## src/rtl/dmem_responder_pkg.sv

```systemverilog
// Shared types and helpers for the data-memory responder: FSM state encoding,
// default bus widths and the address range check.
package dmem_responder_pkg;

    localparam int DW_DEF = 16;
    localparam int AW_DEF = 16;
    localparam int CNT_W  = 4;

    typedef enum logic [1:0] {
        ST_IDLE = 2'd0,
        ST_WAIT = 2'd1,
        ST_RESP = 2'd2
    } state_t;

    // Addresses are widened to 32 bits so any AW up to 32 compares cleanly.
    function automatic logic addr_in_range(input logic [31:0] addr, input int unsigned depth);
        return addr < depth;
    endfunction

endpackage

```

## src/rtl/dmem_responder_if.sv

```systemverilog
// Request/response bundle between the pipeline's data-memory port and the responder.
interface dmem_responder_if #(
    parameter int DW = 16,
    parameter int AW = 16
);
    logic          req;
    logic          we;
    logic [AW-1:0] addr;
    logic [DW-1:0] wdata;
    logic [DW-1:0] rdata;
    logic          ack;
    logic          busy;
    logic          err;

    modport master (output req, we, addr, wdata, input rdata, ack, busy, err);
    modport slave  (input req, we, addr, wdata, output rdata, ack, busy, err);
endinterface

```

## src/rtl/dmem_array.sv

```systemverilog
// DEPTH x DW word storage: synchronous write, registered read, no reset so the
// array maps onto block RAM.
module dmem_array #(
    parameter int DW    = 16,
    parameter int DEPTH = 256,
    parameter int IW    = $clog2(DEPTH)
) (
    input  logic          clk,
    input  logic          we,
    input  logic          re,
    input  logic [IW-1:0] addr,
    input  logic [DW-1:0] wdata,
    output logic [DW-1:0] rdata
);
    logic [DW-1:0] mem_reg [DEPTH];
    logic [DW-1:0] rdata_reg;

    always_ff @(posedge clk) begin
        if (we) begin
            mem_reg[addr] <= wdata;
        end
        if (re) begin
            rdata_reg <= mem_reg[addr];
        end
    end

    assign rdata = rdata_reg;
endmodule

```

## src/rtl/dmem_responder.sv

```systemverilog
// Data-memory responder: accepts one request at a time, inserts WAIT_CYCLES wait
// states, then returns a one-cycle ack with read data or an out-of-range error.
module dmem_responder
    import dmem_responder_pkg::*;
#(
    parameter int DW          = DW_DEF,
    parameter int AW          = AW_DEF,
    parameter int DEPTH       = 256,
    parameter int WAIT_CYCLES = 1
) (
    input  logic            clk,
    input  logic            rst,
    dmem_responder_if.slave bus
);
    localparam int              IW        = $clog2(DEPTH);
    localparam logic [CNT_W-1:0] WAIT_INIT = CNT_W'(WAIT_CYCLES);

    state_t           state_reg, state_next;
    logic [CNT_W-1:0] cnt_reg, cnt_next;
    logic [AW-1:0]    addr_reg;
    logic             we_reg;
    logic [DW-1:0]    wdata_reg;
    logic             rdata_valid_reg;

    logic             accept;
    logic             access;
    logic [AW-1:0]    acc_addr;
    logic             acc_we;
    logic [DW-1:0]    acc_wdata;
    logic             acc_in_range;
    logic             ram_we;
    logic             ram_re;
    logic [DW-1:0]    ram_rdata;
    logic             ack;

    always_ff @(posedge clk) begin
        if (rst) begin
            state_reg <= ST_IDLE;
            cnt_reg   <= '0;
        end else begin
            state_reg <= state_next;
            cnt_reg   <= cnt_next;
        end
    end

    // access marks the edge that enters RESP: the single point where the array is touched.
    always_comb begin
        state_next = state_reg;
        cnt_next   = cnt_reg;
        accept     = 1'b0;
        access     = 1'b0;
        case (state_reg)
            ST_IDLE: begin
                if (bus.req) begin
                    accept   = 1'b1;
                    cnt_next = WAIT_INIT;
                    if (WAIT_INIT == '0) begin
                        state_next = ST_RESP;
                        access     = 1'b1;
                    end else begin
                        state_next = ST_WAIT;
                    end
                end
            end
            ST_WAIT: begin
                cnt_next = cnt_reg - 1'b1;
                if (cnt_reg <= CNT_W'(1)) begin
                    state_next = ST_RESP;
                    access     = 1'b1;
                end
            end
            ST_RESP: begin
                state_next = ST_IDLE;
            end
            default: begin
                state_next = ST_IDLE;
            end
        endcase
    end

    always_ff @(posedge clk) begin
        if (rst) begin
            addr_reg  <= '0;
            we_reg    <= 1'b0;
            wdata_reg <= '0;
        end else if (accept) begin
            addr_reg  <= bus.addr;
            we_reg    <= bus.we;
            wdata_reg <= bus.wdata;
        end
    end

    // With zero wait states the access coincides with acceptance, so the live bus is used.
    assign acc_addr     = (state_reg == ST_IDLE) ? bus.addr  : addr_reg;
    assign acc_we       = (state_reg == ST_IDLE) ? bus.we    : we_reg;
    assign acc_wdata    = (state_reg == ST_IDLE) ? bus.wdata : wdata_reg;
    assign acc_in_range = addr_in_range(32'(acc_addr), DEPTH);

    assign ram_we = access && !rst && acc_we && acc_in_range;
    assign ram_re = access && !rst && !acc_we && acc_in_range;

    dmem_array #(
        .DW    (DW),
        .DEPTH (DEPTH),
        .IW    (IW)
    ) u_array (
        .clk   (clk),
        .we    (ram_we),
        .re    (ram_re),
        .addr  (acc_addr[IW-1:0]),
        .wdata (acc_wdata),
        .rdata (ram_rdata)
    );

    // Out-of-range responses zero rdata; in-range writes leave the last read visible.
    always_ff @(posedge clk) begin
        if (rst) begin
            rdata_valid_reg <= 1'b0;
        end else if (access) begin
            if (!acc_in_range) begin
                rdata_valid_reg <= 1'b0;
            end else if (!acc_we) begin
                rdata_valid_reg <= 1'b1;
            end
        end
    end

    assign ack       = (state_reg == ST_RESP);
    assign bus.ack   = ack;
    assign bus.busy  = (state_reg != ST_IDLE);
    assign bus.err   = ack && !addr_in_range(32'(addr_reg), DEPTH);
    assign bus.rdata = rdata_valid_reg ? ram_rdata : '0;
endmodule

```

## src/flat_wrapper.sv

```systemverilog
// flat-port wrapper written by rule: the top's interface ports become plain ports
module dmem_responder_flat import dmem_responder_pkg::*;
#(
    parameter int DW          = DW_DEF,
    parameter int AW          = AW_DEF,
    parameter int DEPTH       = 256,
    parameter int WAIT_CYCLES = 1
)
  (clk, rst, bus_req, bus_we, bus_addr, bus_wdata, bus_rdata, bus_ack, bus_busy, bus_err);
  dmem_responder_if #(.DW(DW), .AW(AW)) bus_i ();
  input  logic clk;
  input  logic rst;
  input wire logic [$bits(bus_i.req)-1:0] bus_req;
  input wire logic [$bits(bus_i.we)-1:0] bus_we;
  input wire logic [$bits(bus_i.addr)-1:0] bus_addr;
  input wire logic [$bits(bus_i.wdata)-1:0] bus_wdata;
  output wire logic [$bits(bus_i.rdata)-1:0] bus_rdata;
  output wire logic [$bits(bus_i.ack)-1:0] bus_ack;
  output wire logic [$bits(bus_i.busy)-1:0] bus_busy;
  output wire logic [$bits(bus_i.err)-1:0] bus_err;
  assign bus_i.req = bus_req;
  assign bus_i.we = bus_we;
  assign bus_i.addr = bus_addr;
  assign bus_i.wdata = bus_wdata;
  assign bus_rdata = bus_i.rdata;
  assign bus_ack = bus_i.ack;
  assign bus_busy = bus_i.busy;
  assign bus_err = bus_i.err;
  dmem_responder #(.DW(DW), .AW(AW), .DEPTH(DEPTH), .WAIT_CYCLES(WAIT_CYCLES)) u_core (.clk(clk), .rst(rst), .bus(bus_i));
endmodule
```

## config.mk

```make
export PLATFORM = sky130hd
export DESIGN_NAME = dmem_responder_flat
export DESIGN_NICKNAME = d
export VERILOG_FILES = /design/src/rtl/dmem_responder_pkg.sv /design/src/rtl/dmem_responder_if.sv /design/src/rtl/dmem_array.sv /design/src/rtl/dmem_responder.sv /design/src/flat_wrapper.sv
export SDC_FILE = /design/constraint.sdc
export NUM_CORES = 2
export LEC_CHECK = 0
export BUFFER_PORTS_ARGS = -buffer_cell sky130_fd_sc_hd__buf_4
export CAP_MARGIN = 25
export CELL_PAD_IN_SITES_DETAIL_PLACEMENT = 1
export CELL_PAD_IN_SITES_GLOBAL_PLACEMENT = 2
export CORE_MARGIN = 2
export CORE_UTILIZATION = 44
export DETAILED_ROUTE_END_ITERATION = 10
export HOLD_SLACK_MARGIN = 0.02
export PLACE_DENSITY_LB_ADDON = 0.1
export SLEW_MARGIN = 30
export SYNTH_ARGS = -nofsm -noshare
export SYNTH_HDL_FRONTEND = slang
export SYNTH_SLANG_ARGS = --single-unit
```

## constraint.sdc

```tcl
create_clock -name clk -period 5.65 [get_ports clk]
set_clock_uncertainty 0.15 [all_clocks]
set_input_delay 1.13 -clock clk [delete_from_list [all_inputs] [get_ports clk]]
set_output_delay 1.13 -clock clk [all_outputs]
set_load 0.05 [all_outputs]
```

==> results.toml <==
[die]
num_rows = 216
io_pins = 55
die_area_um2 = 352000
fp.dieH_um = 594
core_um2 = 346000
start_util = 0.442
die_w_um = 594

[yosys]
async_reset_ff_frac = 0
synthesis.area_um2 = 153000
synthCells = 8776
synth_edf_count = 4112
mappedNetlistNets = 8814
ys_ff_latch = 4152
avgSynthCellArea_um2 = 17.4
yosysSeqAreaShare = 0.812
synth_top_cell_by_area = "edfxtp_1"
synthFlopType = "edfxtp_1"
synth_cell_types = 45
synth_top_area_share = 0.807
yosysWarnings = 0
ys_top_cells_by_area = "edfxtp_1 (81%), a22oi_1 (10%), a21oi_1 (3.5%)"

[critical_path]
critPathKind = "reg2reg"
cp.arrival_ns = 5.99
startpoint_type = "flip-flop"
worstPathRequired_ns = 6.21
worstPathMaxFanout = 31
r2r_setup_slack_ns = 0.22
cp-end-kind = "flip-flop"

[job]
max_cap_violations = 0

[placement]
placed_area_um2 = 164000
gp_congestion = 0.832
dp_slack_ns = -0.0726
placed_cells = 13600
io_buffer_count = 54
dp_hpwl_mm = 304

[worst_hold_path]
min_path_type = "in2reg"

[finish]
stdcell_count = 14400
largest_register_ffs = 4096
final_nets = 9481
fin_area_um2 = 179000
multi_input_area_um2 = 26600
final_cell_mix = "edfxtp_1 (4112), a22oi_1 (2050), a21oi_1 (1060), buf_4 (780), clkbuf_16 (447)"
register_area_um2 = 124000
nFillCells = 31500
layout_commonest_cell = "edfxtp_1"
layout-drive-gt1-share = 0.164
area_growth_pct = 16.8

[detailed_routing]
wire_per_inst_um = 35.3
detail_route.vias_per_cell = 6.30
dr.pass1.iters = 6
drc = 0
drt_iter0_markers = 10200
postRouteAntennaNets = 0
wirelength_mm = 509
vias = 90600

[timing]
rsz0062_at_grt = "no"
tns_ns = 0
worst_pin_slew_ns = 1.24
setup_slack_ns = 0.221
timing.final.crit_period_ns = 5.43
post-route-period-util = 0.961
finalHoldViolCount = 0
finalSetupViolCount = 0
drv_slew = 0
clock.fmax_ghz = 0.184
relSlewSlack = 0.175

[clock_tree]
cts.sinks = 4152
path_clk_slew_ns = 0.06
cts_buffers = 437
cts_resized = 0
clock_latency_ns = 0.99
htreeDepth = 5
cts_hold_buffers = 0
root_buffer = "clkbuf_16"
clockBufferDepth = 4
cts_setup_buffers = 0
cts_tree = "yes"

[grt]
antenna_found_initial = 34
grtUsageTotal = 0.282
grt_overflow = 0
grt_start_max_net_pins = 182
grt_pass1_vias = 91300
grt_first_pass_wirelength_mm = 713

[power_and_ir_drop]
power.total_uw = 72000
cellLeakagePower_uw = 0.0551
ir_drop_mv = 0.287
cellPowerDensity_nw_per_um2 = 403

[run_status]
outcome = "finished clean"
==> metal layers <==
metal	GRT usage	up-vias	wire length, um
met2	0.454	3429	242000
met4	0.0804	16	15400
li1	-	38000	-
met1	0.402	48600	218000
met3	0.0403	654	33400
met5	0	-	110
==> synth_stat cells, drive strengths merged (2+ instances only) <==
library cell / instances
edfxtp: 4112
a22oi: 2050
a21oi: 1060
clkbuf: 405
nor2: 272
buf: 259
o41ai: 256
nand2: 141
a41oi: 64
dfxtp: 40
and2: 19
or4: 18
nand2b: 10
or3: 10
inv: 7
nand3: 7
o21a: 6
o21ai: 6
nor3: 5
nand3b: 4
o31ai: 4
a31oi: 3
o31a: 3
ha: 2
nor3b: 2
nor4: 2
or4b: 2
==> per-stage QoR <==
| stage | utilization | hold slack [ns] |
|---|---|---|
| floorplan | - | 0.286 |
| global placement | 0.474 | 0.292 |
| detailed placement | 0.475 | 0.299 |
| CTS | 0.515 | 0.193 |
| global route | 0.516 | 0.245 |
| finish | 0.516 | 0.269 |
==> critical path, stage by stage (launching register included) <==
cell     delay, ns
dfxtp_1       0.45
nor2_8        0.59
buf_4         0.39
o21a_4        0.42
buf_12        0.26
buf_4         0.39
a21oi_1       0.15
o41ai_1       0.97
buf_4         0.24
a41oi_1       0.43
or4_1         0.61
==> cells by family after synthesis <==
kind of cell / share of synthesized area
compound gates: 0.155
fa+ha+maj: 0.000164
buf+inv: 0.0185
flops: 0.812
mux: 0.000139
simple gates: 0.0137
==> final timing paths <==
| path | from | depth (start not counted) | endpoint |
|---|---|---|---|
| max | u_core.state_reg[0] | 10 | u_core.u_array.rdata[4] |
| min | bus_addr[14] | 3 | u_core.addr_reg[14] |
| max reg2reg | u_core.state_reg[0] | 10 | u_core.u_array.rdata[4] |
| min reg2reg | u_core.wdata_reg[12] | 2 | u_core.wdata_reg[12] |
==> where the power goes <==
group          total, uW  internal, uW  switching [uW]
clock              28200         16200           12000
sequential         35100         35000            42.9
combinational       8760          2320            6440
==> area by class of cell <==
cell class,count,share of cell area
antenna,11,0.000154
clock buffer,559,0.0652
clock inverter,242,0.0123
inverter,7,0.000147
multi-input combinational,3953,0.149
sequential,4152,0.696
tap,4578,0.0321
timing repair buffer,892,0.0455
(Power assumes the default switching activity.)
